**config.mk**
```make
export PLATFORM = sky130hd
export DESIGN_NAME = register_file
export DESIGN_NICKNAME = d
export VERILOG_FILES = /design/src/rtl/register_file_pkg.sv /design/src/rtl/regfile_read_mux.sv /design/src/rtl/register_file.sv
export SDC_FILE = /design/constraint.sdc
export NUM_CORES = 1
export LEC_CHECK = 0
export CAP_MARGIN = 0
export CORE_UTILIZATION = 50
export DETAILED_ROUTE_END_ITERATION = 16
export PLACE_DENSITY = 0.81
export SYNTH_ARGS = -nofsm -noshare
export SYNTH_HDL_FRONTEND = slang
export SYNTH_SLANG_ARGS = --single-unit
```
**constraint.sdc**
```tcl
create_clock -name clk -period 2.4 [get_ports clk]
set_input_delay 0.48 -clock clk [delete_from_list [all_inputs] [get_ports clk]]
set_output_delay 0.48 -clock clk [all_outputs]
set_load 0.1 [all_outputs]
```
**src/rtl/register_file_pkg.sv**
```systemverilog
// Shared defaults and word/address types for the register file.
package register_file_pkg;

    localparam int DATA_W_DEF = 12;
    localparam int ADDR_W_DEF = 3;

    typedef logic [DATA_W_DEF-1:0] data_t;
    typedef logic [ADDR_W_DEF-1:0] addr_t;

endpackage

```
**src/rtl/regfile_read_mux.sv**
```systemverilog
// One asynchronous read port: selects a register by address.
// Addresses with no register behind them read as zero.
module regfile_read_mux #(
    parameter int DATA_W   = 12,
    parameter int ADDR_W   = 3,
    parameter int NUM_REGS = 8
) (
    input  logic [DATA_W-1:0] regs [NUM_REGS],
    input  logic [ADDR_W-1:0] rd_addr,
    output logic [DATA_W-1:0] rd_data
);

    // Compare against each implemented index so unimplemented addresses fall through to zero
    always_comb begin
        rd_data = '0;
        for (int i = 0; i < NUM_REGS; i++) begin
            if (rd_addr == ADDR_W'(i)) begin
                rd_data = regs[i];
            end
        end
    end

endmodule

```
**src/rtl/register_file.sv**
```systemverilog
// Register file: NUM_REGS x DATA_W storage, one synchronous write port and
// two independent asynchronous read ports. Register 0 is an ordinary
// register. There is no write-to-read bypass: a read of the address being
// written shows the old value until the clock edge commits the write.
// we is a plain per-cycle strobe with no backpressure; a write happens on
// every rising edge where we=1 and reset=0.
module register_file
    import register_file_pkg::*;
#(
    parameter int DATA_W   = DATA_W_DEF,
    parameter int ADDR_W   = ADDR_W_DEF,
    parameter int NUM_REGS = 2**ADDR_W
) (
    input  logic              clk,
    input  logic              reset,
    input  logic              we,
    input  logic [ADDR_W-1:0] read1Addr,
    input  logic [ADDR_W-1:0] read2Addr,
    input  logic [ADDR_W-1:0] writeAddr,
    input  logic [DATA_W-1:0] writeData,
    output logic [DATA_W-1:0] readData1,
    output logic [DATA_W-1:0] readData2
);

    logic [DATA_W-1:0] regs_q [NUM_REGS];
    logic [DATA_W-1:0] regs_d [NUM_REGS];

    // Next-state: hold everything, replace only the addressed register on a write.
    // Writes to addresses without a register match no index and are dropped.
    always_comb begin
        regs_d = regs_q;
        for (int i = 0; i < NUM_REGS; i++) begin
            if (we && (writeAddr == ADDR_W'(i))) begin
                regs_d[i] = writeData;
            end
        end
    end

    // Storage update; reset wins over a write on the same edge
    always_ff @(posedge clk) begin
        if (reset) begin
            for (int i = 0; i < NUM_REGS; i++) begin
                regs_q[i] <= '0;
            end
        end else begin
            regs_q <= regs_d;
        end
    end

    regfile_read_mux #(
        .DATA_W  (DATA_W),
        .ADDR_W  (ADDR_W),
        .NUM_REGS(NUM_REGS)
    ) u_read_mux_1 (
        .regs   (regs_q),
        .rd_addr(read1Addr),
        .rd_data(readData1)
    );

    regfile_read_mux #(
        .DATA_W  (DATA_W),
        .ADDR_W  (ADDR_W),
        .NUM_REGS(NUM_REGS)
    ) u_read_mux_2 (
        .regs   (regs_q),
        .rd_addr(read2Addr),
        .rd_data(readData2)
    );

endmodule

```
### Yosys cells after proc, flatten, opt, wreduce, memory -nomap -nowiden

Cells that the tools add are included.

| cells by class | value |
|---|---|
| equal/unequal tests | 21 |
| muxes and demuxes | 16 |
| reductions and logical operators | 11 |

Operators with widths:

| operator | count |
|---|---|
| 12-bit 2-to-1 mux | 16 |
| 3-bit equality test (second input constant) | 12 |
| 3-bit by 2-bit equality test with 1-bit output (second input constant) | 6 |
| 3-bit by 1-bit equality test with 1-bit output (second input constant) | 3 |
| 3-bit logical NOT | 3 |
| 1-bit logical AND | 8 |

| word-level totals | value |
|---|---|
| register bits after elaboration | 96 |
| word-level logic and storage cells | 56 |

### Longest topological paths before layout

| depth | value |
|---|---|
| depth after elaboration | 9 |
| gate-level depth with buffers | 6 |

### Cells and area by module

Synthesis repeated with hierarchy kept, for this count alone.

| second synthesis, totals | value |
|---|---|
| cell total of the unflattened synthesis | 549 |
| area total of the unflattened synthesis | 5549.1 µm² |

By module, submodules not included:

| module | instances | cells an instance | area an instance (µm²) | sequential area each (µm²) |
|---|---|---|---|---|
| register_file | 1 | 347 | 3842.4 | 1921.8 |
| regfile_read_mux | 2 | 101 | 853.3 | 0.0 |

### Worst setup path before layout

OpenSTA, ideal clock, no wires.

| timing path | value |
|---|---|
| path kind | input port to output port |
| start | input read2Addr[1] |
| end | output readData2[9] |
| arrival | 4.346 ns |
| required time | 1.920 ns |
| setup slack | -2.426 ns |
| cell stages on the path | 3 |
| buffers on the path | 2 |
| cell sequence | buf_2 -> buf_2 -> o311ai_0 |

| between the ends | value |
|---|---|
| cells in the longest elaborated chain, start to end | 9 |

Ends and longest elaborated chain:

| element | RTL line | text |
|---|---|---|
| from (decl) | register_file.sv:18 | `input logic [ADDR_W-1:0] read2Addr,` |
| 3-bit logical NOT | regfile_read_mux.sv:17 | `if (rd_addr == ADDR_W'(i)) begin` |
| 12-bit 2-to-1 mux (7 in a row) | regfile_read_mux.sv:17 |  |
| 12-bit 2-to-1 mux * | regfile_read_mux.sv:17 |  |
| to (decl) | register_file.sv:22 | `output logic [DATA_W-1:0] readData2` |

Every way passes the cells marked *; elsewhere a longest branch is shown, timed or not.

### Worst setup path in the final report

| timing path | value |
|---|---|
| start | input read2Addr[0] |
| end | output readData2[7] |

Same word-level chain as after synthesis.

==> reports/results.ini <==
[clock_network]
h-tree-depth=3
insertion_delay_ns=0.37
post_cts_buffers=0
cts_tree=yes
clock-sinks=96
clockBufferDepth=2
clk_pin_slew_worst_paths_ns=0.09
hold_buffers=0
cts_root_buf=clkbuf_8
cts_buffers=9

[power_and_ir_drop]
leakage_nw=2.34
max-vdd-ir-drop_uv=418
power.density_mw_per_mm2=584

[grt]
grt_usage_pct=32.6
grt_pass1_vias=4830
grt_pass1_wl_um=25000
antenna_found_initial=0
grt_max_degree=97
grt_overflow_total=0

[worst_hold_path]
holdPathEnd=regs_q[41]$_SDFFE_PP0P_
worstHoldStart=regs_q[41]$_SDFFE_PP0P_
min_path_cells=2
hp-class=register to register

[cells_and_area]
largest_register_ffs=96
biggestRegsByFlops=regs_q: 96 flops
top_register=regs_q
drive_above_1_share_pct=24.6
n_antenna_cell=0
fillers=731
fin_cells=767
nNetsFinal=653
syn_to_final_growth_pct=26.9

[critical_path]
cp_cell_sequence=buf_4 > bufbuf_16 > mux4_2 > mux2_2 > buf_12
r2r_start=regs_q[4]$_SDFFE_PP0P_
crit_slowest_cell=mux4_2
critical_path_class=primary input to primary output
reg2regPathDepth=2
worstPathRequired_ns=1.92
cp.arrival_ns=1.91
rrSetupSlack_ns=1.64
worstSetupEndpointType=primary output
cpPeakStageDelay_ns=0.50
r2r_end=regs_q[4]$_SDFFE_PP0P_
crit_fanout=5
cp-start-kind=primary input

[yosys]
synthAdderAreaFrac_pct=0
synth_top_family_by_area=multiplexers
ys.flop_type=dfxtp_1
synthSimpleGateAreaFrac_pct=17.6
synth_edf_count=0
synth_compound_area_share_pct=15.2
synth_top_cell_by_area=dfxtp_1
synth_top_area_share_pct=38.2
yosysMostFrequentCell=nand2_1
synthMuxAreaShare_pct=23.1
netlist_top_cells_count=nand2_1, a21oi_1, dfxtp_1, buf_2, a22oi_1
avgSynthCellArea_um2=8.56
synth_cell_types=25
synth_fp_nets=612
synthArstFlopShare_pct=0
ys_top_cells_by_area=dfxtp_1, nand2_1, mux4_2
synthXorXnorAreaFrac_pct=0
yosys_register_bits=96
syn_inst=588
synth.cell_area_mm2=0.00503
ys_warn_count=0
seq_area_frac_synth_pct=38.2

[place]
placed_cells=749
place_congestion=0.895
hpwl_um=10300
portBuffers=47

[die]
dieWidth_um=102
dieHeight_um=102
start_util_pct=51.5
die_area_mm2=0.0105
num_rows=36
core_mm2=0.00977
io_pins=48

[sta]
worst_pin_slew_ns=0.426
relSlewSlack_pct=71.6
hold_ws_ns=0.477
clock_skew_ns=0
finalSetupTns_ns=0
drv_slew=0
fmax_ghz=0.419
fin_crit_ns=2.39
fin_crit_sh_pct=99.5
setup_viol=0
report.final.hold_viol_count=0
grt_setup_unrepaired=no

[route]
drt-initial-drc-count=543
firstDrtPassIters=5
drc=0
num_vias=4896
antenna_left=0
wl_per_cell_um=21.4
routed_wl_um=16400
via_per_inst=6.38

[run_status]
status=completed

[run]
drv_cap=0

==> per-layer routing <==
metal	vias up	global-route usage [%]	routed length, um
met5	-	0	0
met4	0	24.4	1070
met3	98	9.17	1820
met2	369	51.6	7670
met1	2313	37.8	5840
li1	2116	-	-
==> worst max path at each step <==
stage,startpoint,to,slack [ns]
after floorplan,read1Addr[0],readData1[0],-0.20
after global placement,read2Addr[0],readData2[0],-0.32
after detailed placement,read2Addr[0],readData2[1],-0.38
after CTS,read1Addr[2],readData1[1],0.007
after global routing,read1Addr[2],readData1[10],0.005
final,read2Addr[0],readData2[7],0.01
==> where the power goes <==
| part | internal (mW) | switching, mW |
|---|---|---|
| clock | 0.831 | 0.592 |
| combinational | 0.263 | 0.391 |
| sequential | 1.63 | 0.0284 |
| total | 2.72 | 1.01 |
==> cell families after synthesis <==
logic type / Yosys count
simple gates: 225
compound gates: 134
flops: 96
mux: 73
buf+inv: 60
==> critical path, delay by kind of cell <==
family | cells | cell delay (ns)
buf+inv | 3 | 0.61
mux | 2 | 0.82
==> cell type report <==
cell class / count / area, um2 / share of cell area [%]
multi-input combinational: 432 / 2880 / 45.1
sequential: 96 / 1920 / 30.1
timing repair buffer: 90 / 1140 / 17.9
tap: 133 / 166 / 2.60
clock buffer: 10 / 138 / 2.15
clock inverter: 6 / 138 / 2.15
==> metrics by stage <==
step	worst slack, ns	util (%)	cell area (um2)	power (mW)
3_5_place_dp	-0.384	61.8	6040	2.31
2_1_floorplan	-0.202	-	5120	2.09
4_1_cts	0.00677	65.2	6380	3.71
3_3_place_gp	-0.322	61.8	6040	2.30
5_1_grt	0.00516	65.4	6390	3.81
6_report	0.0130	65.4	6390	3.73
==> layout by cell type (no fill, tap or decap) <==
cell type,count
dfxtp_1,96
buf_2,2
a22oi_2,9
clkinv_4,1
nor2_2,1
nor3b_4,1
a21oi_2,1
nand3_1,4
mux2_2,26
nor2b_1,3
buf_16,1
dlygate4sd2_1,1
a21o_1,9
buf_6,6
o311ai_4,1
nor2_1,8
mux4_2,24
bufbuf_16,1
clkdlybuf4s50_1,17
buf_12,29
nand4_1,1
buf_4,31
nand2_1,200
nand2b_1,3
mux4_1,4
and2_1,1
inv_6,1
clkbuf_2,1
clkbuf_8,10
a22oi_1,18
bufinv_16,4
clkdlybuf4s15_1,1
nor3_1,3
mux2i_1,13
mux2_4,6
a21oi_1,96
==> timing repair <==
item / in CTS / in global routing
setup endpoints to repair: 24 / 7
gates resized for setup: 14 / 7
pin swaps: 2 / 2
cloned: 2 / 0
Note: power is estimated with default switching activity, not from simulation.
